$ cat src/rtl/pc_fetch_sequencer.sv
// pc_fetch_sequencer
// Owns the front-end program counter and the instruction-memory fetch
// handshake. Steps the PC by PC_STEP on every accepted fetch, applies
// branch/jump redirects, honours stall and halt/resume, and parks in ERROR
// when a request goes unanswered for TIMEOUT requesting cycles.
//
// Optional build macro: PC_ALIGN_CHECK_EN
//   defined   - redirects to a target with nonzero low two bits are rejected
//               and set the sticky misalign_err flag
//   undefined - targets load verbatim, misalign_err is tied low
//
// Ports
//   clk, rst          clock and synchronous active-high reset
//   stall             suppress the fetch request this cycle
//   redirect_valid    load pc from redirect_target
//   redirect_target   branch/jump target
//   halt, resume      enter / leave HALTED
//   imem_req          fetch request (combinational from state and stall)
//   imem_addr         fetch address, always equal to pc
//   imem_ack          memory accepts the fetch at imem_addr this cycle
//   instr_valid       one-cycle pulse: a fetch completed
//   instr_pc          address of the completed fetch
//   pc                current program counter
//   state             IDLE=00, FETCH=01, HALTED=10, ERROR=11
//   fetch_timeout     sticky timeout flag
//   misalign_err      sticky misaligned-redirect flag
//
// state  | meaning
// IDLE   | one cycle after reset, no request, then FETCH
// FETCH  | requesting (unless stalled), pc steps on each accepted fetch
// HALTED | no request, pc held, redirects still load pc, resume -> FETCH
// ERROR  | fetch timed out, everything ignored until rst

module pc_fetch_sequencer #(
    parameter int PC_WIDTH = 8,
    parameter int PC_STEP  = 4,
    parameter int RESET_PC = 0,
    parameter int TIMEOUT  = 15
) (
    input  logic                clk,
    input  logic                rst,
    input  logic                stall,
    input  logic                redirect_valid,
    input  logic [PC_WIDTH-1:0] redirect_target,
    input  logic                halt,
    input  logic                resume,
    output logic                imem_req,
    output logic [PC_WIDTH-1:0] imem_addr,
    input  logic                imem_ack,
    output logic                instr_valid,
    output logic [PC_WIDTH-1:0] instr_pc,
    output logic [PC_WIDTH-1:0] pc,
    output logic [1:0]          state,
    output logic                fetch_timeout,
    output logic                misalign_err
);

    localparam logic [1:0] S_IDLE   = 2'b00;
    localparam logic [1:0] S_FETCH  = 2'b01;
    localparam logic [1:0] S_HALTED = 2'b10;
    localparam logic [1:0] S_ERROR  = 2'b11;

    localparam logic [PC_WIDTH-1:0] STEP     = PC_WIDTH'(PC_STEP);
    localparam logic [PC_WIDTH-1:0] PC_RESET = PC_WIDTH'(RESET_PC);
    // Terminal count: the TIMEOUT-th unanswered requesting cycle trips ERROR.
    localparam logic [7:0]          WAIT_LAST = 8'(TIMEOUT - 1);

    logic [PC_WIDTH-1:0] pc_q, pc_d;
    logic [PC_WIDTH-1:0] instr_pc_q, instr_pc_d;
    logic [1:0]          state_q, state_d;
    logic                instr_valid_q, instr_valid_d;
    logic                timeout_q, timeout_d;
    logic [7:0]          wait_q, wait_d;

    logic fetch_accept;
    logic redirect_bad;
    logic redirect_load;

    assign imem_req     = (state_q == S_FETCH) && !stall;
    assign fetch_accept = imem_req && imem_ack;

`ifdef PC_ALIGN_CHECK_EN
    assign redirect_bad = redirect_valid && (redirect_target[1:0] != 2'b00);
`else
    assign redirect_bad = 1'b0;
`endif
    assign redirect_load = redirect_valid && !redirect_bad;

    always_comb begin
        pc_d          = pc_q;
        instr_pc_d    = instr_pc_q;
        state_d       = state_q;
        instr_valid_d = 1'b0;
        timeout_d     = timeout_q;
        wait_d        = wait_q;
        case (state_q)
            S_IDLE: begin
                state_d = S_FETCH;
                if (redirect_load) pc_d = redirect_target;
            end
            S_FETCH: begin
                if (redirect_valid) begin
                    // Redirect wins over a same-cycle ack; that fetch is dropped.
                    wait_d = 8'd0;
                    if (redirect_load) pc_d = redirect_target;
                end else if (fetch_accept) begin
                    instr_valid_d = 1'b1;
                    instr_pc_d    = pc_q;
                    pc_d          = pc_q + STEP;
                    wait_d        = 8'd0;
                    if (halt) state_d = S_HALTED;
                end else if (imem_req && (wait_q == WAIT_LAST)) begin
                    timeout_d = 1'b1;
                    state_d   = S_ERROR;
                    wait_d    = 8'd0;
                end else begin
                    // Stalled cycles hold the count.
                    if (imem_req) wait_d = wait_q + 8'd1;
                    if (halt) begin
                        state_d = S_HALTED;
                        wait_d  = 8'd0;
                    end
                end
            end
            S_HALTED: begin
                if (redirect_load) pc_d = redirect_target;
                if (resume && !halt) state_d = S_FETCH;
            end
            default: ;
        endcase
    end

    always_ff @(posedge clk) begin
        if (rst) begin
            pc_q          <= PC_RESET;
            instr_pc_q    <= '0;
            state_q       <= S_IDLE;
            instr_valid_q <= 1'b0;
            timeout_q     <= 1'b0;
            wait_q        <= 8'd0;
        end else begin
            pc_q          <= pc_d;
            instr_pc_q    <= instr_pc_d;
            state_q       <= state_d;
            instr_valid_q <= instr_valid_d;
            timeout_q     <= timeout_d;
            wait_q        <= wait_d;
        end
    end

`ifdef PC_ALIGN_CHECK_EN
    logic misalign_q;
    always_ff @(posedge clk) begin
        if (rst) begin
            misalign_q <= 1'b0;
        end else if (redirect_bad && (state_q != S_ERROR)) begin
            misalign_q <= 1'b1;
        end
    end
    assign misalign_err = misalign_q;
`else
    assign misalign_err = 1'b0;
`endif

    assign imem_addr     = pc_q;
    assign pc            = pc_q;
    assign instr_pc      = instr_pc_q;
    assign instr_valid   = instr_valid_q;
    assign state         = state_q;
    assign fetch_timeout = timeout_q;

endmodule
$ cat config.mk
export PLATFORM = sky130hd
export DESIGN_NAME = pc_fetch_sequencer
export DESIGN_NICKNAME = d
export VERILOG_FILES = /design/src/rtl/pc_fetch_sequencer.sv
export SDC_FILE = /design/constraint.sdc
export NUM_CORES = 1
export LEC_CHECK = 0
export CORE_MARGIN = 2
export CORE_UTILIZATION = 66
export DETAILED_ROUTE_END_ITERATION = 12
export DONT_BUFFER_PORTS = 1
export GPL_TIMING_DRIVEN = 1
export HOLD_SLACK_MARGIN = 0.15
export PLACE_DENSITY = 0.88
export SETUP_SLACK_MARGIN = 0.1
export SLEW_MARGIN = 0
export SYNTH_ARGS = -nofsm -noshare
export SYNTH_HDL_FRONTEND = slang
export SYNTH_SLANG_ARGS = --single-unit
export TNS_END_PERCENT = 100
$ cat constraint.sdc
create_clock -name clk -period 3.85 [get_ports clk]
set_clock_uncertainty 0.05 [all_clocks]
set_input_delay 0.77 -clock clk [delete_from_list [all_inputs] [get_ports clk]]
set_output_delay 0.77 -clock clk [all_outputs]
set_load 0.05 [all_outputs]
; ---- Word-level counts from Yosys, hierarchy flattened
; Cells that the tools add are included.
[op_classes]
n_mul = 0
div = 0
order_cmp = 0
shifts = 0
bitwise = 3
n_reduce_logical = 17
n_mux = 16
add_sub_neg = 2
n_eq_ne = 7
[ops]
columns = cell, n
row1 = $mux 8, 8
row2 = $pmux 8 s2, 1
row3 = $mux 2, 5
row4 = $reduce_and 3->1, 3
row5 = $add 8x1->8 const B, 1
row6 = $add 8x3->8 const B, 1
row7 = $eq 8x4->1 const B, 1
row8 = $pmux 2 s3, 1
row9 = $reduce_bool 5->1, 1
row10 = $logic_and 1x1->1, 4
row11 = $ne 2x2->1 const B, 2
row12 = $reduce_and 4->1, 1
row13 = $ne 3x3->1 const B, 1
row14 = $not 1->1, 3
row15 = $reduce_bool 3->1, 1
row16 = $reduce_or 3->1, 1
row17 = $eq 2x1->1 const B, 1
row18 = $eq 2x2->1 const B, 1
row19 = $logic_not 1->1, 2
row20 = $logic_not 2->1, 1
row21 = $ne 2x1->1 const B, 1
row22 = $reduce_and 2->1, 1
row23 = $reduce_bool 2->1, 1
row24 = $reduce_or 2->1, 1
row25 = $mux 1, 1
[word_totals]
ff_bits = 28
input_bits = 15
output_inout_bits = 30
mem_count = 0
elab_cells = 51
latch_bits = 0
ramBits = 0
romBits = 0

; ---- Longest topological paths before layout
[depth]
word_depth = 7
mapped_depth = 6
ltp_nobuf = 6

; ---- Least setup slack after synthesis
; Ideal clock, no wire load.
[synth_path]
kind = reg2out
start = register state_q[0] (netlist: state[0])
end = output imem_req
slack_ns = 1.660
arrival_time_ns = 1.370
required_ns = 3.030
path_stages_with_launch = 3
n_path_buf = 1
cell_sequence = dfxtp_1 -> buf_6 -> nor3b_4
[synth_via]
elab_chain_cells = 2
[synth_rtl]
columns = element, line_no
row1 = from (decl), 70  ; logic [1:0] state_q, state_d;
row2 = from (signal assigned), 144  ; state_q <= state_d;
row3 = $eq 2x1->1, 79  ; assign imem_req = (state_q == S_FETCH) && !stall;
row4 = $logic_and 1x1->1, 79
row5 = to (decl), 47  ; output logic imem_req,
; No other way between the ends.

; ---- Worst setup path in the final report
[layout_path]
start = register state_q[1] (netlist: state[1])
end = output imem_req
; The elaborated chain is that of the path after synthesis.

==> metrics.md <==
| Metric | Value |
|---|---|
| Status | finished clean |
| Starting Density | between 60% and 70% |
| DR vias/cell | 6.27 |
| Dominant cell type by area after synthesis | dfxtp_1 |
| DR vias | between 1000 and 1500 |
| Nets | approximately 170 |
| Final min period | between 2000 and 2500 ps |
| Slew @ Worst Pin | 1170 ps |
| Reg2reg path depth | 4 |
| FF/Latch Area | roughly 560 µm² |
| H-tree levels | 1 |
| Seq/Total Area, Yosys | a little under two fifths |
| Maximum vdd ir drop | approximately 310 µV |
| Site Rows | 17 |
| Yosys reg bits | 28 |
| Startpoint Class | flip-flop |
| Initial antenna violation count | 0 |
| Hold Path End | state[1]$_SDFFE_PP0P_ |
| Worst-path fanout max | 11 |
| Num Clock Sinks | 28 |
| TNS Setup | 0 ps |
| CP max stage cell | nor3b_4 |
| First DRT Iteration DRCs | 26 |
| Number of buffers created by CTS | 3 |
| Yosys warning total | 0 |
| Critical path type | flip-flop to primary output |
| CP max stage delay | around 700 ps |
| Fraction of layout cells with a size suffix above 1 | 11.3% |
| Slew headroom | a little over a fifth |
| Clock root cell | clkbuf_4 |
| Detailed-route wire length per cell | approximately 16 µm |
| CP Cell Sequence | nor3b_4 |
| Util after Layout | around 67% |
| Drc violations | 0 |
| Primary FF master, synth | dfxtp_1 |
| RR Endpoint | instr_pc[7]$_SDFFE_PP0P_ |
| Min-Delay Path Depth | 1 |
| Area of the mapped netlist | approximately 1500 µm² |
| Die height | 51.3 µm |
| Hold buffer count at CTS | 0 |
| Avg Cell Area, Syn | approximately 9.1 µm² |
| Setup violations, final | 0 |
| Die W | between 50 and 60 µm |
| Area added between synthesis and finish | -1.19% |
| CTS tree | yes |
| Clock-pin slew on the worst setup and hold paths | ~150 ps |
| Vias in the first global route | roughly 1100 |
| Nature of the critical path endpoint | primary output |
| Worst min path class | input pin to flip-flop |
| DP HPWL | between 2 and 2.5 mm |
| RSZ-0062 raised after global routing | false |
| Worst r2r src | state[1]$_SDFFE_PP0P_ |
| First-pass GRT wire length | about 4.7 mm |
| Ports | 45 |
| Gr ovfl total | 0 |
| Worst Path Buf+Inv | 0 |
| Number of flops mapped to enable cells by yosys | 0 |
| Share of the synthesized area in the top cell type | a little under two fifths |
| Final period util | between 60% and 70% |
| Pre-antenna DRT Iters | 7 |
| Final Routed Wirelength | roughly 2.9 mm |
| Yosys cell types | between 40 and 50 |
| ANT nets after route | 0 |
| Flop2flop setup slack | 1490 ps |
| Post-CTS sizing | 0 |
| Fmax | 0.405 GHz |
| Skew-Pair Late Insertion Delay | roughly 330 ps |
| Post-Syn Nets | between 150 and 200 |
| Setup Fix Bufs, Post-CTS | 0 |
| Pwr Density | between 400 and 500 nW/µm² |
| Area of the multi-input gates | approximately 800 µm² |
| Max-slew violations | 0 |
| CP top delay family | simple AND/OR/NAND/NOR gates |
| Synth top area cells | dfxtp_1 (38%), mux2i_1 (6.8%), buf_4 (5.1%), nor3_1 (3.4%), nor2_1 (3.1%) |
| Antenna cell count | 0 |
| Filler cells | roughly 190 |
| Routability Congestion | between 0.9 and 1 |
| Hold Vio Cnt, Final | 0 |
| IO buf count | 0 |
| Ys async rst share | 0% |
| WP data arrival | 1650 ps |
| Gate count of the mapped netlist | 162 |
| GR Util All Layers | approximately a quarter |
| CORE AREA | between 2000 and 2500 µm² |
| Pleak | roughly 0.00057 µW |
| Critical Path RT | between 3000 and 4000 ps |
| Die area | about 2600 µm² |
| Largest net degree at the start of global routing | 31 |
| Min-delay src | rst |
| Clock tree buffer depth | 2 |
| Max Cap Viol | 0 |
-- cell type report --
type / instances / share of cell area (%)
Inverter: 3 / 0.773
Clock inverter: 1 / 2.06
Multi-Input combinational cell: 114 / 54.2
Tap cell: 28 / 2.40
Timing Repair Buffer: 1 / 0.515
Sequential cell: 28 / 38.5
Clock buffer: 3 / 1.55
-- placed cells by master, fill, tap and decap left out, types with 2 or more instances in the layout --
| master | Yosys | routed |
|---|---|---|
| a211oi_1 | 2 | 2 |
| inv_1 | 3 | 3 |
| nor3_1 | 10 | 10 |
| xnor2_1 | 3 | 3 |
| nand3b_1 | 5 | 5 |
| nor2_1 | 12 | 12 |
| clkbuf_4 | 0 | 3 |
| nor2b_1 | 3 | 3 |
| o21ai_0 | 6 | 6 |
| nand2b_1 | 2 | 2 |
| dfxtp_1 | 28 | 28 |
| ha_1 | 3 | 3 |
| and4b_1 | 2 | 2 |
| or3_1 | 3 | 3 |
| nand3_1 | 6 | 6 |
| a21oi_1 | 8 | 8 |
| nand4_1 | 2 | 2 |
| xor2_1 | 3 | 3 |
| nand2_1 | 8 | 8 |
| nor3b_1 | 3 | 3 |
| mux2i_1 | 10 | 10 |
-- worst max-delay path by stage --
| stage | startpoint | to | slack [ps] | cells after the start |
|---|---|---|---|---|
| 3_5_place_dp | stall | instr_pc[4]$_SDFFE_PP0P_ | 1430 | 4 |
| 4_1_cts | state[1]$_SDFFE_PP0P_ | imem_req | 1370 | 1 |
| 3_3_place_gp | stall | instr_pc[0]$_SDFFE_PP0P_ | 1470 | 4 |
| 6_report | state[1]$_SDFFE_PP0P_ | imem_req | 1380 | 1 |
| 5_1_grt | state[1]$_SDFFE_PP0P_ | imem_req | 1300 | 1 |
| 2_1_floorplan | state[0]$_SDFFE_PP0P_ | imem_req | 1660 | 2 |
-- kinds of logic after synthesis --
family	synth area share, %
other cells	0.254
fa+ha+maj	2.54
simple gates	27.5
xor+xnor	3.56
compound gates	12.2
flops	38.0
mux	7.55
buf+inv	8.40
-- Yosys cell counts (5+ instances only) --
cell type  number
nand2_1         8
nor3_1         10
mux2i_1        10
a21oi_1         8
dfxtp_1        28
nor2_1         12
nand3b_1        5
o21ai_0         6
buf_4          10
nand3_1         6
-- registers in the layout, summed over array words and instances (netlist names) --
signal         count
state              2
instr_valid        1
imem_addr          8
fetch_timeout      1
wait_q             8
instr_pc           8
-- metal layers --
layer | wire (µm) | track usage (%) | up-vias
met5 | 0 | 0 | -
met4 | 28 | 12.3 | 0
met3 | 152 | 5.26 | 2
met2 | 1540 | 42.2 | 37
met1 | 1180 | 26.2 | 530
li1 | - | - | 547
-- report_power, final --
part / total, µW / internal, µW / switching [µW]
registers: 359 / 298 / 60.6
logic: 54.2 / 22.3 / 31.8
clock network: 193 / 105 / 87.4
total: 606 / 426 / 180
-- per-stage QoR --
step | worst slack, ps | cell area, µm² | hold WS, ps | total power (µW) | cells
final | 1380 | 1460 | 429 | 606 | 178
after global routing | 1300 | 1460 | 406 | 630 | 178
after CTS | 1370 | 1460 | 417 | 610 | 178
after detailed placement | 1430 | 1410 | 463 | 419 | 174
after global placement | 1470 | 1410 | 456 | 415 | 174
after floorplan | 1660 | 1480 | 438 | 423 | 162
(Power assumes the default switching activity.)
